## config.mk

```make
export PLATFORM = sky130hd
export DESIGN_NAME = uart_core_param
export DESIGN_NICKNAME = d
export VERILOG_FILES = /design/src/rtl/uart_core_param.sv
export SDC_FILE = /design/constraint.sdc
export NUM_CORES = 1
export LEC_CHECK = 0
export CAP_MARGIN = 20
export CORE_MARGIN = 3
export CORE_UTILIZATION = 60
export CTS_CLUSTER_DIAMETER = 100
export DETAILED_ROUTE_END_ITERATION = 10
export PLACE_DENSITY = 0.82
export SLEW_MARGIN = 20
export SYNTH_ARGS = -nofsm -noshare
export SYNTH_HDL_FRONTEND = slang
export SYNTH_SLANG_ARGS = --single-unit
```

## constraint.sdc

```tcl
create_clock -name clk -period 10.25 [get_ports clk]
set_input_delay 2.05 -clock clk [delete_from_list [all_inputs] [get_ports clk]]
set_output_delay 2.05 -clock clk [all_outputs]
set_load 0.1 [all_outputs]
```

## src/rtl/uart_core_param.sv

```systemverilog
// uart_core_param: full-duplex UART with TX and RX FIFOs, 16x-oversampled
// baud ticks, 5..8 data bits (LSB first), 1 or 2 stop bits and sticky
// error flags. Optional parity support is controlled by the macro
// UART_PARITY_EN. When it is defined, the PAR state, parity generation and
// parity checking are built in and selected by PARITY. When it is not
// defined, frames carry no parity bit and parity_err is tied to 0.
//
// Handshake semantics (all single-cycle strobes, sampled on posedge clk):
//   wr_uart pushes w_data when tx_full=0; rd_uart pops the word shown on
//   r_data when rx_empty=0. A push into a full FIFO or a pop from an empty
//   FIFO is dropped, unless the opposite operation happens in the same cycle.

module uart_fifo #(
    parameter int W  = 8,
    parameter int AW = 2
) (
    input  logic         clk,
    input  logic         rst,
    input  logic         push,
    input  logic         pop,
    input  logic [W-1:0] din,
    output logic [W-1:0] dout,
    output logic         full,
    output logic         empty
);
    localparam int DEPTH = 2 ** AW;
    localparam logic [AW-1:0] ONE = AW'(1);

    logic [W-1:0]  mem [DEPTH];
    logic [AW-1:0] wptr;
    logic [AW-1:0] rptr;
    logic          do_push;
    logic          do_pop;

    // A push on a full FIFO is allowed only when a pop frees the head slot
    // in the same cycle. A pop on an empty FIFO is allowed only when a push
    // happens in the same cycle.
    assign do_push = push && (!full || pop);
    assign do_pop  = pop && (!empty || push);
    assign dout    = mem[rptr];

    // Storage is cleared on reset so the head reads as 0 while the FIFO is empty.
    always_ff @(posedge clk or posedge rst) begin
        if (rst) begin
            for (int i = 0; i < DEPTH; i++) mem[i] <= '0;
        end else if (do_push) begin
            mem[wptr] <= din;
        end
    end

    // Pointers and registered full/empty flags.
    // The flags change only when exactly one of push or pop takes effect.
    always_ff @(posedge clk or posedge rst) begin
        if (rst) begin
            wptr  <= '0;
            rptr  <= '0;
            full  <= 1'b0;
            empty <= 1'b1;
        end else begin
            if (do_push) wptr <= wptr + ONE;
            if (do_pop)  rptr <= rptr + ONE;
            if (do_push && !do_pop) begin
                empty <= 1'b0;
                full  <= ((wptr + ONE) == rptr);
            end else if (do_pop && !do_push) begin
                full  <= 1'b0;
                empty <= ((rptr + ONE) == wptr);
            end
        end
    end
endmodule

module uart_core_param #(
    parameter int DBIT      = 8,
    parameter int STOP_BITS = 1,
    parameter int DVSR      = 163,
    parameter int FIFO_AW   = 2,
    parameter int PARITY    = 0
) (
    input  logic            clk,
    input  logic            rst,
    input  logic [DBIT-1:0] w_data,
    input  logic            wr_uart,
    output logic            tx_full,
    output logic            tx,
    input  logic            rx,
    input  logic            rd_uart,
    output logic            rx_empty,
    output logic [DBIT-1:0] r_data,
    input  logic            clr_err,
    output logic            parity_err,
    output logic            frame_err,
    output logic            overrun
);
    localparam int TW = (DVSR > 1) ? $clog2(DVSR) : 1;
    localparam logic [TW-1:0] TICK_LAST = TW'(DVSR - 1);
    localparam logic [4:0]    STOP_LAST = 5'(16 * STOP_BITS - 1);
    localparam logic [2:0]    N_LAST    = 3'(DBIT - 1);

    typedef enum logic [2:0] {
        S_IDLE,
        S_START,
        S_DATA,
        S_PAR,
        S_STOP
    } state_t;

`ifdef UART_PARITY_EN
    // Even parity: the parity bit makes the total count of ones even.
    function automatic logic par_of(input logic [DBIT-1:0] d);
        return (PARITY == 2) ? ~(^d) : (^d);
    endfunction
`else
    logic parity_cfg_unused;
    assign parity_cfg_unused = (PARITY != 0);
`endif

    // ---------------------------------------------------------------- ticks
    logic [TW-1:0] tick_cnt;
    logic          tick;

    assign tick = (tick_cnt == TICK_LAST);

    // Free-running oversample tick generator: one pulse every DVSR clocks.
    always_ff @(posedge clk or posedge rst) begin
        if (rst) tick_cnt <= '0;
        else     tick_cnt <= tick ? '0 : tick_cnt + TW'(1);
    end

    // ----------------------------------------------------------- TX side
    logic [DBIT-1:0] tx_fifo_dout;
    logic            tx_empty;
    logic            tx_pop;
    state_t          tx_state;
    logic [4:0]      tx_s;
    logic [2:0]      tx_n;
    logic [DBIT-1:0] tx_b;
    logic            tx_reg;
    logic            tx_next;
`ifdef UART_PARITY_EN
    logic            tx_par;
`endif

    uart_fifo #(.W(DBIT), .AW(FIFO_AW)) u_tx_fifo (
        .clk   (clk),
        .rst   (rst),
        .push  (wr_uart),
        .pop   (tx_pop),
        .din   (w_data),
        .dout  (tx_fifo_dout),
        .full  (tx_full),
        .empty (tx_empty)
    );

    // A word is taken either from idle or at the last tick of the stop
    // period. The second case lets back-to-back words go out with no gap.
    // Both cases are aligned to a tick, so every bit lasts exactly 16 ticks.
    assign tx_pop = tick && !tx_empty &&
                    ((tx_state == S_IDLE) ||
                     ((tx_state == S_STOP) && (tx_s == STOP_LAST)));

    // Line level that belongs to the current TX state.
    always_comb begin
        tx_next = 1'b1;
        case (tx_state)
            S_START: tx_next = 1'b0;
            S_DATA:  tx_next = tx_b[0];
`ifdef UART_PARITY_EN
            S_PAR:   tx_next = tx_par;
`endif
            default: tx_next = 1'b1;
        endcase
    end

    // TX frame sequencer. The tx pin is registered one clock behind the state.
    always_ff @(posedge clk or posedge rst) begin
        if (rst) begin
            tx_state <= S_IDLE;
            tx_s     <= '0;
            tx_n     <= '0;
            tx_b     <= '0;
            tx_reg   <= 1'b1;
`ifdef UART_PARITY_EN
            tx_par   <= 1'b0;
`endif
        end else begin
            tx_reg <= tx_next;
            if (tick) begin
                case (tx_state)
                    S_IDLE: begin
                        if (tx_pop) begin
                            tx_b     <= tx_fifo_dout;
`ifdef UART_PARITY_EN
                            tx_par   <= par_of(tx_fifo_dout);
`endif
                            tx_s     <= '0;
                            tx_state <= S_START;
                        end
                    end
                    S_START: begin
                        if (tx_s == 5'd15) begin
                            tx_s     <= '0;
                            tx_n     <= '0;
                            tx_state <= S_DATA;
                        end else begin
                            tx_s <= tx_s + 5'd1;
                        end
                    end
                    S_DATA: begin
                        if (tx_s == 5'd15) begin
                            tx_s <= '0;
                            tx_b <= tx_b >> 1;
                            if (tx_n == N_LAST) begin
`ifdef UART_PARITY_EN
                                tx_state <= (PARITY != 0) ? S_PAR : S_STOP;
`else
                                tx_state <= S_STOP;
`endif
                            end else begin
                                tx_n <= tx_n + 3'd1;
                            end
                        end else begin
                            tx_s <= tx_s + 5'd1;
                        end
                    end
`ifdef UART_PARITY_EN
                    S_PAR: begin
                        if (tx_s == 5'd15) begin
                            tx_s     <= '0;
                            tx_state <= S_STOP;
                        end else begin
                            tx_s <= tx_s + 5'd1;
                        end
                    end
`endif
                    S_STOP: begin
                        if (tx_s == STOP_LAST) begin
                            tx_s <= '0;
                            if (tx_pop) begin
                                tx_b     <= tx_fifo_dout;
`ifdef UART_PARITY_EN
                                tx_par   <= par_of(tx_fifo_dout);
`endif
                                tx_state <= S_START;
                            end else begin
                                tx_state <= S_IDLE;
                            end
                        end else begin
                            tx_s <= tx_s + 5'd1;
                        end
                    end
                    default: tx_state <= S_IDLE;
                endcase
            end
        end
    end

    assign tx = tx_reg;

    // ----------------------------------------------------------- RX side
    logic            rx_meta;
    logic            rx_sync;
    logic            rx_prev;
    state_t          rx_state;
    logic [3:0]      rx_s;
    logic [2:0]      rx_n;
    logic [DBIT-1:0] rx_b;
    logic            rx_push;
    logic            rx_full;
    logic            ferr_set;
    logic            ovr_set;
`ifdef UART_PARITY_EN
    logic            perr_set;
`endif

    // Two-flop synchronizer plus one delayed copy used to detect the start edge.
    always_ff @(posedge clk or posedge rst) begin
        if (rst) begin
            rx_meta <= 1'b1;
            rx_sync <= 1'b1;
            rx_prev <= 1'b1;
        end else begin
            rx_meta <= rx;
            rx_sync <= rx_meta;
            rx_prev <= rx_sync;
        end
    end

    // RX frame sequencer. Bits are sampled at mid-bit. The word push and the
    // error pulses are registered and take effect one clock after the stop sample.
    always_ff @(posedge clk or posedge rst) begin
        if (rst) begin
            rx_state <= S_IDLE;
            rx_s     <= '0;
            rx_n     <= '0;
            rx_b     <= '0;
            rx_push  <= 1'b0;
            ferr_set <= 1'b0;
`ifdef UART_PARITY_EN
            perr_set <= 1'b0;
`endif
        end else begin
            rx_push  <= 1'b0;
            ferr_set <= 1'b0;
`ifdef UART_PARITY_EN
            perr_set <= 1'b0;
`endif
            case (rx_state)
                S_IDLE: begin
                    if (rx_prev && !rx_sync) begin
                        rx_s     <= '0;
                        rx_state <= S_START;
                    end
                end
                S_START: begin
                    if (tick) begin
                        if (rx_s == 4'd7) begin
                            // Mid start bit: a high line here means the low pulse was a glitch.
                            if (rx_sync) begin
                                rx_state <= S_IDLE;
                            end else begin
                                rx_s     <= '0;
                                rx_n     <= '0;
                                rx_state <= S_DATA;
                            end
                        end else begin
                            rx_s <= rx_s + 4'd1;
                        end
                    end
                end
                S_DATA: begin
                    if (tick) begin
                        if (rx_s == 4'd15) begin
                            rx_s <= '0;
                            rx_b <= {rx_sync, rx_b[DBIT-1:1]};
                            if (rx_n == N_LAST) begin
`ifdef UART_PARITY_EN
                                rx_state <= (PARITY != 0) ? S_PAR : S_STOP;
`else
                                rx_state <= S_STOP;
`endif
                            end else begin
                                rx_n <= rx_n + 3'd1;
                            end
                        end else begin
                            rx_s <= rx_s + 4'd1;
                        end
                    end
                end
`ifdef UART_PARITY_EN
                S_PAR: begin
                    if (tick) begin
                        if (rx_s == 4'd15) begin
                            rx_s     <= '0;
                            perr_set <= (rx_sync != par_of(rx_b));
                            rx_state <= S_STOP;
                        end else begin
                            rx_s <= rx_s + 4'd1;
                        end
                    end
                end
`endif
                S_STOP: begin
                    if (tick) begin
                        if (rx_s == 4'd15) begin
                            // Only the first stop bit is checked. The word is kept even when it is bad.
                            rx_s     <= '0;
                            rx_push  <= 1'b1;
                            ferr_set <= !rx_sync;
                            rx_state <= S_IDLE;
                        end else begin
                            rx_s <= rx_s + 4'd1;
                        end
                    end
                end
                default: rx_state <= S_IDLE;
            endcase
        end
    end

    uart_fifo #(.W(DBIT), .AW(FIFO_AW)) u_rx_fifo (
        .clk   (clk),
        .rst   (rst),
        .push  (rx_push),
        .pop   (rd_uart),
        .din   (rx_b),
        .dout  (r_data),
        .full  (rx_full),
        .empty (rx_empty)
    );

    // The FIFO accepts a push on full only when rd_uart frees a slot in the
    // same cycle. Any other push on full drops the word.
    assign ovr_set = rx_push && rx_full && !rd_uart;

    // Sticky error flags. A new error wins over clr_err in the same cycle.
    always_ff @(posedge clk or posedge rst) begin
        if (rst) begin
            frame_err <= 1'b0;
            overrun   <= 1'b0;
        end else begin
            if (ferr_set)     frame_err <= 1'b1;
            else if (clr_err) frame_err <= 1'b0;
            if (ovr_set)      overrun <= 1'b1;
            else if (clr_err) overrun <= 1'b0;
        end
    end

`ifdef UART_PARITY_EN
    // Sticky parity error flag.
    always_ff @(posedge clk or posedge rst) begin
        if (rst)           parity_err <= 1'b0;
        else if (perr_set) parity_err <= 1'b1;
        else if (clr_err)  parity_err <= 1'b0;
    end
`else
    assign parity_err = 1'b0;
`endif
endmodule

```

# [Word-level counts from Yosys, hierarchy flattened]
# Index checks and enable logic that the tools add are counted.
[classes] addsub=9 n_bitwise=4 n_eq_ne=34 muxes=73 magnitude_cmp=6 reduce_logical=52
[ops] cell="two-way mux 8 bit" count=10
[ops] cell="two-way mux 3 bit" count=22
[ops] cell="bitwise mux 32 bit" count=2
[ops] cell="binary-select mux 8 bit (select 2 bit)" count=2
[ops] cell="demux 8 bit (select 2 bit)" count=2
[ops] cell="inequality test 2 bit, second input constant" count=14
[ops] cell="two-way mux 4 bit" count=6
[ops] cell="one-hot mux 3 bit (4 select lines)" count=2
[ops] cell="one-hot mux 8 bit (3 select lines)" count=1
[ops] cell="two-way mux 1 bit" count=18
[ops] cell="logical AND 1 bit" count=16
[ops] cell="nonzero test 2 bit" count=7
[ops] cell="equality test 3 bit, second input constant" count=4
[ops] cell=">= comparator 3 bit, second input constant" count=4
[ops] cell="NOT 2 -> 3 bit" count=4
[ops] cell="one-hot mux 3 bit (2 select lines)" count=2
[ops] cell="one-hot mux 4 bit (3 select lines)" count=1
[ops] cell="logical NOT 1 bit" count=10
[ops] cell="two-way mux 5 bit" count=2
[ops] cell="one-hot mux 5 bit (2 select lines)" count=1
[ops] cell="AND reduction 5 bit" count=2
[ops] cell="adder 2 x 1 -> 2 bit, second input constant" count=4
[ops] cell="adder 8 x 1 -> 8 bit, second input constant" count=1
[ops] cell="equality test 2 bit" count=4
[ops] cell="24 further kinds" count=37
[word_totals] output_inout_bits=14 in_bits=14 register_bits=129 wordCells=211

# [Depth between registers and ports, before layout]
[logic_depth] depth_word=10 ltp_mapped=10 depth_no_buf=9

# [Modules after synthesis]
# Synthesis repeated with hierarchy kept, for this count alone.
[unflattened] hier_cells=478 area_unflattened_um2=6239.7
[by_module_without_submodules] mod="uart_fifo" area_each_um2=1809.2 cells_each=114 seq_area_each_um2=952.2 n_inst=2
[by_module_without_submodules] mod="uart_core_param" area_each_um2=2621.3 cells_each=250 seq_area_each_um2=1331.3 n_inst=1

# [Least setup slack after synthesis]
# Ideal clock, no wire load.
[synth_path] kind="reg2out" from="register u_rx_fifo.rptr[0]" to="output r_data[1]" setup_slack_ns=6.503 arrival_time_ns=1.697 required_ns=8.200 path_stages_with_launch=3 path_cell_list="dfrtp_1 > clkbuf_1 > mux4_2"
[synth_via] elab_chain_len=4
[synth_lines] element="start: declaration" line="31" source="logic [AW-1:0] rptr;"
[synth_lines] element="start signal: assignment" line="61" source="if (do_pop) rptr <= rptr + ONE;"
[synth_lines] element="NOT 2 -> 3 bit (not written as such)" line="40" source="assign dout = mem[rptr];"
[synth_lines] element="binary-select mux 8 bit (select 2 bit)" line="40"
[synth_lines] element="two-way mux 8 bit (not written as such) (2 in a row)" line="40"
[synth_lines] element="end: declaration" line="89" source="output logic [DBIT-1:0] r_data,"
# No other way between the ends. The select of a mux whose other input is x is not followed.

# [Final worst setup path]
[layout_path] from="register u_rx_fifo.rptr[0]" to="output r_data[5]"
# The elaborated chain is that of the path after synthesis.

==> flow_summary.yaml <==
run_status:
  outcome: "finished, final reports clean"
power:
  power_per_cell_area_nw_per_um2: 224
  vdd_drop_max_mv: 0.160
  p_leak_nw: 3.30
  total_power_mw: 1.57
clock_network:
  cts_tree: "done"
  clk_transition_reported_paths_ns: 0.06
  htreeDepth: 4
  cts_made_buffers: 17
  ctsResizeCount: 0
  clkSinkCount: 129
  clockRootBuffer: "clkbuf_8"
  cts_setup_buffers: 0
  cts_buffer_depth: 2
  clkLatencyLatePin_ns: 0.51
  hold_buffers: 0
global_route:
  first_global_vias: 3931
  grt_pass1_wl_um: 19100
  grt_max_degree: 82
  grt-ovfl-total: 0
  track_usage_pct: 21.7
  antenna_found_initial: 0
detailed_routing:
  totalWireLength_um: 10900
  viasPerCell: 5.96
  vias: 3737
  drtPass1Iterations: 4
  dr_wl_met3_um: 394
  routed.top_layer: "met4"
  postRouteAntennaNets: 0
  wl_met1_um: 4800
  drtIter0Drc: 142
  remaining_drc_errors: 0
  met2WireLength_um: 5560
  post_drt_wl_per_cell_um: 17.5
setup_path:
  slowest_stage: "clkdlybuf4s50_1"
  path_cells: "mux4_2 > clkdlybuf4s50_1"
  critPathKind: "register to output port"
  crit_family: "buffers and inverters"
  regToRegSetupSlack_ns: 7.50
  path_max_fanout: 13
  critPathLaunchType: "register"
  required_ns: 8.20
  worstPathArrival_ns: 2.89
  critical_path.max_stage_delay_ns: 0.98
  cp_num_buf_inv: 1
  end_kind: "output port"
job:
  drv_cap: 0
die:
  ios: 28
  dieArea_um2: 11300
  dieHeight_um: 106
  num_rows: 35
  core_um2: 9500
  die_w_um: 106
  start_util_pct: 63.5
placed_design:
  hpwl_um: 7200
  portBuffers: 26
  gp_congestion: 0.779
  dpl_cell_area_um2: 6390
timing:
  rsz0062_at_grt: "false"
  post-route-period-util_pct: 48.2
  whs_ns: 0.358
  setup_viol: 0
  slew_headroom_pct: 35.4
  fin_crit_ns: 4.94
  setup_tns_ns: 0
  skew_ns: 0.00608
  fmax_mhz: 203
  finalHoldViolCount: 0
  drv_slew: 0
  worstMarginPinSlew_ns: 0.966
cells_and_area:
  final_core_util_pct: 73.5
  syn_to_final_growth_pct: 15.8
  reg.largest.list: "u_rx_fifo.mem x32, u_tx_fifo.mem x32"
  final_cell_mix: "123 x dfrtp_1, 41 x mux2_1, 37 x mux2_2"
  antennaDiodeCount: 0
  nets: 517
  drive_gt1_share_pct: 21.3
  fin_area_um2: 6990
  layout_commonest_cell: "dfrtp_1"
synthesis:
  post_synth.cell_area_avg_um2: 13.3
  syn_area_um2: 6030
  ys_types: 57
  synthCells: 454
  ys_async_sr_fraction_pct: 100
  ys_warn_count: 0
  yosys.area.top_type_share_pct: 51.0
  ys_ff_latch: 129
  syn_nets: 486
  synth.area.top_cells: "dfrtp_1 51%, mux2_1 7.7%, mux2_2 6.9%"
  synth_top_cell_by_area: "dfrtp_1"
  ys.flop_type: "dfrtp_1"
  ys_seq_area_share_pct: 53.6
  synth_edf_count: 0
hold_path:
  min_path_type: "register to register"
[worst register-to-register path: cells and delay by family (launching register included)]
family	cells	cell delay, ns
buf+inv	1	0.14
fa+ha+maj	2	0.61
simple gates	2	0.71
compound gates	2	0.82
flops	1	0.39
[layer usage]
metal | up-vias | track usage, %
met5 | - | 0
met4 | 0 | 7.96
met3 | 18 | 6.19
met2 | 64 | 36.5
met1 | 1919 | 26.8
li1 | 1736 | -
[final timing paths]
path                                   start           endpoint  cells past startpoint
hold reg to reg                      rx_meta            rx_sync                      0
setup reg to reg                     tx_s[0]    u_tx_fifo.empty                      7
min in group asynchronous                rst            rx_n[0]                      2
setup / recovery           u_rx_fifo.rptr[0]          r_data[5]                      2
max in group asynchronous                rst  u_rx_fifo.mem[21]                      4
hold / removal                       rx_meta            rx_sync                      0
[cells in the mapped netlist, drive strengths merged, types with 2 or more instances]
cell type  count
dfrtp        123
mux2          78
nand2         27
ha            18
o21ai         18
mux4          16
nor2          15
a22o          13
nand3         13
inv           12
a21o          11
xnor2         11
and3           9
buf            8
clkbuf         8
xor2           7
dfstp          6
nor3           5
a21oi          4
nand2b         4
nand4          4
a311oi         3
and2           3
nor2b          3
nor3b          3
o31ai          3
or2            3
a2111oi        2
nor4b          2
o21a           2
o221ai         2
or3b           2
or4b           2
[stage by stage]
stage,setup slack (ns),instances
floorplan,4.77,454
global placement,5.86,594
detailed placement,5.74,594
CTS,5.28,626
global route,5.18,627
finish,5.31,627
[power by group]
part / switching [mW] / total, mW / internal (mW)
Clock: 0.210 / 0.562 / 0.352
Combinational: 0.158 / 0.315 / 0.157
Sequential: 0.0858 / 0.688 / 0.602
[cells by family after synthesis]
logic type	after synthesis	share of synthesized area (%)
DFF	129	53.6
AOI/OAI and AO/OA	66	8.23
xor gates and xnor gates	18	2.61
adders and majority gates	19	3.90
buffers and inverters	28	1.91
muxes	94	20.5
other	1	0.0622
and+or+nand+nor	99	9.13
[cell type report]
class | instances | area, um^2
clock inverter | 9 | 80.1
timing repair buffer | 28 | 295
multi-input combinational | 297 | 2680
inverter | 12 | 47.5
tap | 129 | 161
clock buffer | 23 | 487
sequential | 129 | 3240
fill | 640 | 2510
(Power assumes the default switching activity.)
